<file path="src/rtl/rec_playback_ctrl.sv">
// Record/playback engine: moves codec samples to/from external sample memory over a req/ack
// handshake. Define PLAYBACK_LOOP_EN to make playback wrap to the start of the recording.
//
// state      | meaning
// IDLE       | waiting for a command; REC_TIME holds its last value
// REC_WAIT   | recording, waiting for the next sample strobe
// REC_WR     | sample write outstanding
// REC_FULL   | memory full, waiting for DO_RECORD to drop
// PLAY_WAIT  | playing, waiting for the next sample strobe
// PLAY_RD    | sample read outstanding
// PLAY_END   | end of recording reached, emitting silence
// CLR_WR     | zeroing the stored recording, one write per ack
// CLR_DONE   | clear finished, waiting for DO_CLEAR to drop
module rec_playback_ctrl #(
  parameter int DATA_W      = 16,
  parameter int ADDR_W      = 25,
  parameter int MAX_SAMPLES = 1048576
) (
  input  logic              CLK,
  input  logic              RESET,
  input  logic              DO_RECORD,
  input  logic              DO_PLAYBACK,
  input  logic              DO_CLEAR,
  input  logic              SAMPLE_TICK,
  input  logic [DATA_W-1:0] ADC_DATA,
  output logic              MEM_REQ,
  output logic              MEM_WE,
  output logic [ADDR_W-1:0] MEM_ADDR,
  output logic [DATA_W-1:0] MEM_WDATA,
  input  logic [DATA_W-1:0] MEM_RDATA,
  input  logic              MEM_ACK,
  output logic [ADDR_W-1:0] REC_TIME,
  output logic [ADDR_W-1:0] REC_END_TIME,
  output logic [DATA_W-1:0] PLAY_DATA,
  output logic              PLAY_VALID,
  output logic              BUSY,
  output logic              OVERRUN
);

  typedef enum logic [3:0] {
    S_IDLE, S_REC_WAIT, S_REC_WR, S_REC_FULL,
    S_PLAY_WAIT, S_PLAY_RD, S_PLAY_END, S_CLR_WR, S_CLR_DONE
  } state_t;

  localparam logic [ADDR_W-1:0] MAX_CNT = ADDR_W'(MAX_SAMPLES);

  state_t            state, state_nxt;
  logic [ADDR_W-1:0] rec_time, rec_end, mem_addr;
  logic [ADDR_W-1:0] time_inc, addr_inc;
  logic [DATA_W-1:0] wdata, play_data;
  logic              play_valid, overrun;

  assign time_inc = rec_time + ADDR_W'(1);
  assign addr_inc = mem_addr + ADDR_W'(1);

  always_ff @(posedge CLK) begin
    if (RESET) state <= S_IDLE;
    else       state <= state_nxt;
  end

  always_comb begin
    state_nxt = state;
    case (state)
      S_IDLE: begin
        if (DO_CLEAR)         state_nxt = (rec_end == '0) ? S_CLR_DONE : S_CLR_WR;
        else if (DO_RECORD)   state_nxt = S_REC_WAIT;
        else if (DO_PLAYBACK) state_nxt = S_PLAY_WAIT;
      end
      S_REC_WAIT: begin
        if (!DO_RECORD)       state_nxt = S_IDLE;
        else if (SAMPLE_TICK) state_nxt = S_REC_WR;
      end
      S_REC_WR: begin
        if (MEM_ACK) begin
          if (!DO_RECORD)               state_nxt = S_IDLE;
          else if (time_inc == MAX_CNT) state_nxt = S_REC_FULL;
          else                          state_nxt = S_REC_WAIT;
        end
      end
      S_REC_FULL: if (!DO_RECORD) state_nxt = S_IDLE;
      S_PLAY_WAIT: begin
        if (!DO_PLAYBACK)                        state_nxt = S_IDLE;
        else if (SAMPLE_TICK && rec_end != '0)   state_nxt = S_PLAY_RD;
      end
      S_PLAY_RD: begin
        if (MEM_ACK) begin
          if (!DO_PLAYBACK) state_nxt = S_IDLE;
`ifdef PLAYBACK_LOOP_EN
          else              state_nxt = S_PLAY_WAIT;
`else
          else if (time_inc == rec_end) state_nxt = S_PLAY_END;
          else                          state_nxt = S_PLAY_WAIT;
`endif
        end
      end
      S_PLAY_END: if (!DO_PLAYBACK) state_nxt = S_IDLE;
      S_CLR_WR:   if (MEM_ACK && addr_inc == rec_end) state_nxt = S_CLR_DONE;
      S_CLR_DONE: if (!DO_CLEAR) state_nxt = S_IDLE;
      default:    state_nxt = S_IDLE;
    endcase
  end

  always_comb begin
    MEM_REQ = 1'b0;
    MEM_WE  = 1'b0;
    BUSY    = (state != S_IDLE);
    case (state)
      S_REC_WR:  begin MEM_REQ = 1'b1; MEM_WE = 1'b1; end
      S_CLR_WR:  begin MEM_REQ = 1'b1; MEM_WE = 1'b1; end
      S_PLAY_RD: MEM_REQ = 1'b1;
      default: ;
    endcase
  end

  // Address and write data only change on the edge that raises a request or on its ack,
  // so they are stable for the whole time MEM_REQ is high.
  always_ff @(posedge CLK) begin
    if (RESET) begin
      rec_time   <= '0;
      rec_end    <= '0;
      mem_addr   <= '0;
      wdata      <= '0;
      play_data  <= '0;
      play_valid <= 1'b0;
      overrun    <= 1'b0;
    end else begin
      play_valid <= 1'b0;
      case (state)
        S_IDLE: begin
          if (DO_CLEAR) begin
            mem_addr <= '0;
            wdata    <= '0;
            if (rec_end == '0) rec_time <= '0;
          end else if (DO_RECORD) begin
            rec_time <= '0;
            rec_end  <= '0;
            overrun  <= 1'b0;
          end else if (DO_PLAYBACK) begin
            rec_time <= '0;
            overrun  <= 1'b0;
          end
        end
        S_REC_WAIT: begin
          if (DO_RECORD && SAMPLE_TICK) begin
            mem_addr <= rec_time;
            wdata    <= ADC_DATA;
          end
        end
        S_REC_WR: begin
          if (SAMPLE_TICK) overrun <= 1'b1;
          if (MEM_ACK) begin
            rec_time <= time_inc;
            rec_end  <= time_inc;
          end
        end
        S_PLAY_WAIT: begin
          if (DO_PLAYBACK && SAMPLE_TICK) begin
            if (rec_end == '0) begin
              play_data  <= '0;
              play_valid <= 1'b1;
            end else begin
              mem_addr <= rec_time;
            end
          end
        end
        S_PLAY_RD: begin
          if (SAMPLE_TICK) overrun <= 1'b1;
          if (MEM_ACK) begin
            play_data  <= MEM_RDATA;
            play_valid <= 1'b1;
`ifdef PLAYBACK_LOOP_EN
            rec_time   <= (time_inc == rec_end) ? '0 : time_inc;
`else
            rec_time   <= time_inc;
`endif
          end
        end
        S_PLAY_END: begin
          if (DO_PLAYBACK && SAMPLE_TICK) begin
            play_data  <= '0;
            play_valid <= 1'b1;
          end
        end
        S_CLR_WR: begin
          if (MEM_ACK) begin
            if (addr_inc == rec_end) begin
              rec_time <= '0;
              rec_end  <= '0;
            end else begin
              mem_addr <= addr_inc;
            end
          end
        end
        default: ;
      endcase
    end
  end

  assign MEM_ADDR     = mem_addr;
  assign MEM_WDATA    = wdata;
  assign REC_TIME     = rec_time;
  assign REC_END_TIME = rec_end;
  assign PLAY_DATA    = play_data;
  assign PLAY_VALID   = play_valid;
  assign OVERRUN      = overrun;

endmodule

</file>
<file path="config.mk">
export PLATFORM = sky130hd
export DESIGN_NAME = rec_playback_ctrl
export DESIGN_NICKNAME = d
export VERILOG_FILES = /design/src/rtl/rec_playback_ctrl.sv
export SDC_FILE = /design/constraint.sdc
export NUM_CORES = 1
export LEC_CHECK = 0
export CAP_MARGIN = 5
export CORE_ASPECT_RATIO = 2
export CORE_UTILIZATION = 40
export DETAILED_ROUTE_END_ITERATION = 10
export SETUP_SLACK_MARGIN = 0.3
export SLEW_MARGIN = 20
export SYNTH_ARGS = -nofsm -noshare
export SYNTH_HDL_FRONTEND = slang
export SYNTH_SLANG_ARGS = --single-unit
</file>
<file path="constraint.sdc">
create_clock -name CLK -period 3.7 [get_ports CLK]
set_input_delay 0.925 -clock CLK [delete_from_list [all_inputs] [get_ports CLK]]
set_output_delay 0.925 -clock CLK [all_outputs]
set_load 0.005 [all_outputs]
</file>
==> metrics.txt <==
status completed; Post-Syn Area per Cell 7.79 µm²; all-layer global routing usage 31.4%; clk slew on worst S/H paths 0.06 ns; Die Wd 101 µm; Initial Util 41.1%; Synth Instances 998; sequential share of the synthesized area 29.1%; TritonRoute pass-1 iters 5; Root Buffer clkbuf_16; fraction of layout cells with a size suffix above 1 16.6%; DIE HEIGHT 199 µm; antenna violations before repair 0; die area 20,000 µm²; Slowest cell on crit path or4_4; CTS Buf Count 17; Crit path required time 4.02 ns; startpoint types flop; setup_tns 0 ns; Most used DFF post-synth dfxtp_1; total grt overflow 0; NumNets Final 1,192; GRT met2 Usage 55.4%; vias per cell 6.07; top fanout value on the critical path 46; ant diodes 0; max_cap viols 0; clock latency on the worst-skew pair 0.43 ns; number of synthesized flops with an enable pin 0; top-level I/O count 151; PortBufs 150; antenna-violating nets left 0; gp weighted congestion 0.965; Netlist cell types 79; CTS sink cnt 113; total number of yosys warnings 0; post-synth top area share 29.1%; RSZ-0062 raised after global routing false; CP Capture Type flop; most frequent cells in the layout clkdlybuf4s50_1 (149), dfxtp_1 (102), a21oi_1 (95), nand2_1 (87), buf_4 (82); Syn-to-layout area delta 37.1%; DRT iter0 DRCs 504; H-tree depth 4; Post-Syn Nets 1,040; peak supply drop 335 µV; DRC violations left 0; global routing usage on met3 5.63%; largest net degree at the start of global routing 71; met1 usage 32.4%; first-pass GRT wire length 47,300 µm; core area 18,900 µm²; # rows 71; Hold WS 0.450 ns; Tcrit/Tclk final 88.5%; Final Power 4.75 mW; GRT busiest layer met2; ranking of synthesized cells by area dfxtp_1 (29%), a21oi_1 (6.1%), xnor2_1 (5.3%), nand2_1 (4.2%), nand3_1 (4.2%); total wire length 31,000 µm; Setup CP Type flop to flop; final hold violations 0; Final Critical Period 3.27 ns; f_max 305 MHz; clock buffer depth 2; Hold Path Class flop to flop; via count 8,601; CTS tree built; Least-Margin Pin Slew 0.639 ns; worst-path cell chain nand3_4 -> nor4_4 -> nand3_1 -> a221o_1 -> or4_4 -> nor4_4 -> buf_4 -> o21ai_4 -> buf_12 -> o41ai_1; Power per Cell Area 446 nW/µm²; Post-Syn Area 7770 µm²; Arrival @ worst endpoint 3.60 ns; vias in the first global route 8,340; WL/cell 21.9 µm; commonest non-fill, non-tap cell in the layout clkdlybuf4s50_1; Final Skew 0.0138 ns; final slew viol count 0; asr flop ratio synth 0%; relative slew slack 57.4%; Seq cells post-synth 113; area leader, netlist dfxtp_1; Crit path largest cell delay 0.54 ns; Worst path most repeated cell nor4_4; static leakage 3.67 nW; final setup vio count 0; post-DP HPWL 22,900 µm
==> flip-flops by register name (all words and copies together) (netlist names) <==
signal / flops
PLAY_DATA: 16
PLAY_VALID: 1
REC_TIME: 25
REC_END_TIME: 25
OVERRUN: 1
MEM_ADDR: 25
state: 4
MEM_WDATA: 16
==> layout make-up <==
cell class / count / area [µm²]
repair buffers: 238 / 2230
multi-input cells: 768 / 5180
clock buffers: 19 / 443
well taps: 255 / 319
inverters: 12 / 45.0
clock inverters: 13 / 163
fillers: 1776 / 8260
flip-flops and latches: 113 / 2280
==> path summary, 6_finish.rpt <==
kind	endpoint	cells past startpoint	slack (ns)	startpoint
worst max-delay path	REC_END_TIME[15]	10	0.43	MEM_ADDR[4]
worst max register to register	REC_END_TIME[15]	10	0.43	MEM_ADDR[4]
worst min register to register	MEM_WDATA[1]	2	0.45	MEM_WDATA[1]
worst min-delay path	MEM_WDATA[1]	2	0.45	MEM_WDATA[1]
==> per-stage QoR <==
step / std cells / instance area (µm²) / setup slack, ns / utilization (%)
3_3_place_gp: 1382 / 9840 / 0.143 / 52.0
5_1_grt: 1418 / 10700 / 0.315 / 56.3
2_1_floorplan: 998 / 7770 / 0.683 / -
6_report: 1418 / 10700 / 0.426 / 56.3
3_5_place_dp: 1382 / 9840 / 0.161 / 52.0
4_1_cts: 1416 / 10500 / 0.302 / 55.4
==> worst max-delay path, delay by kind of cell (launching register included) <==
kind	cells	cell delay [ns]
DFF	1	0.51
and+or+nand+nor	5	1.44
buffers and inverters	2	0.38
AOI/OAI and AO/OA	3	0.79
==> synth_stat cells (13+ instances only) <==
| cell | n |
|---|---|
| nand2_1 | 87 |
| nand4_1 | 21 |
| o41ai_1 | 13 |
| buf_2 | 14 |
| or3_1 | 21 |
| a311oi_1 | 18 |
| nand2b_1 | 16 |
| nand3_1 | 65 |
| o21ai_0 | 41 |
| and3_1 | 14 |
| xnor2_1 | 47 |
| clkbuf_1 | 71 |
| nor4_1 | 20 |
| xor2_1 | 26 |
| nor3_1 | 40 |
| nand3b_1 | 27 |
| a21oi_1 | 95 |
| nor2_1 | 44 |
| dfxtp_1 | 113 |
==> logic make-up (layout without fill, tap and decap cells) <==
family / after synthesis / count (layout) / synth area share [%]
flops: 113 / 113 / 29.1
xor+xnor: 74 / 74 / 8.53
compound gates: 274 / 274 / 24.6
mux: 6 / 6 / 0.789
simple gates: 411 / 411 / 29.7
buf+inv: 117 / 282 / 6.76
fa+ha+maj: 3 / 3 / 0.483
==> metal layers <==
metal  vias to the layer above  part of all wire, %
met4                         0                  7.1
li1                       4049                    -
met2                       361                   52
met5                         -                    0
met1                      4081                   36
met3                       110                  5.0
==> where the power goes <==
part	total (mW)	switching, mW	leakage, nW	internal (mW)
sequential	1.33	0.0725	0.917	1.26
clock	1.72	0.649	0.289	1.08
combinational	1.70	1.08	2.46	0.620
total	4.75	1.80	3.67	2.95
==> timing repair <==
item	in CTS	in global routing
endpoints found under the hold margin	0	0
hold buffers	0	0
setup endpoints to repair	74	77
setup buffers	2	2
resized for setup	7	39
pin swaps	2	4
No activity file was read; power rests on OpenSTA's default activity.
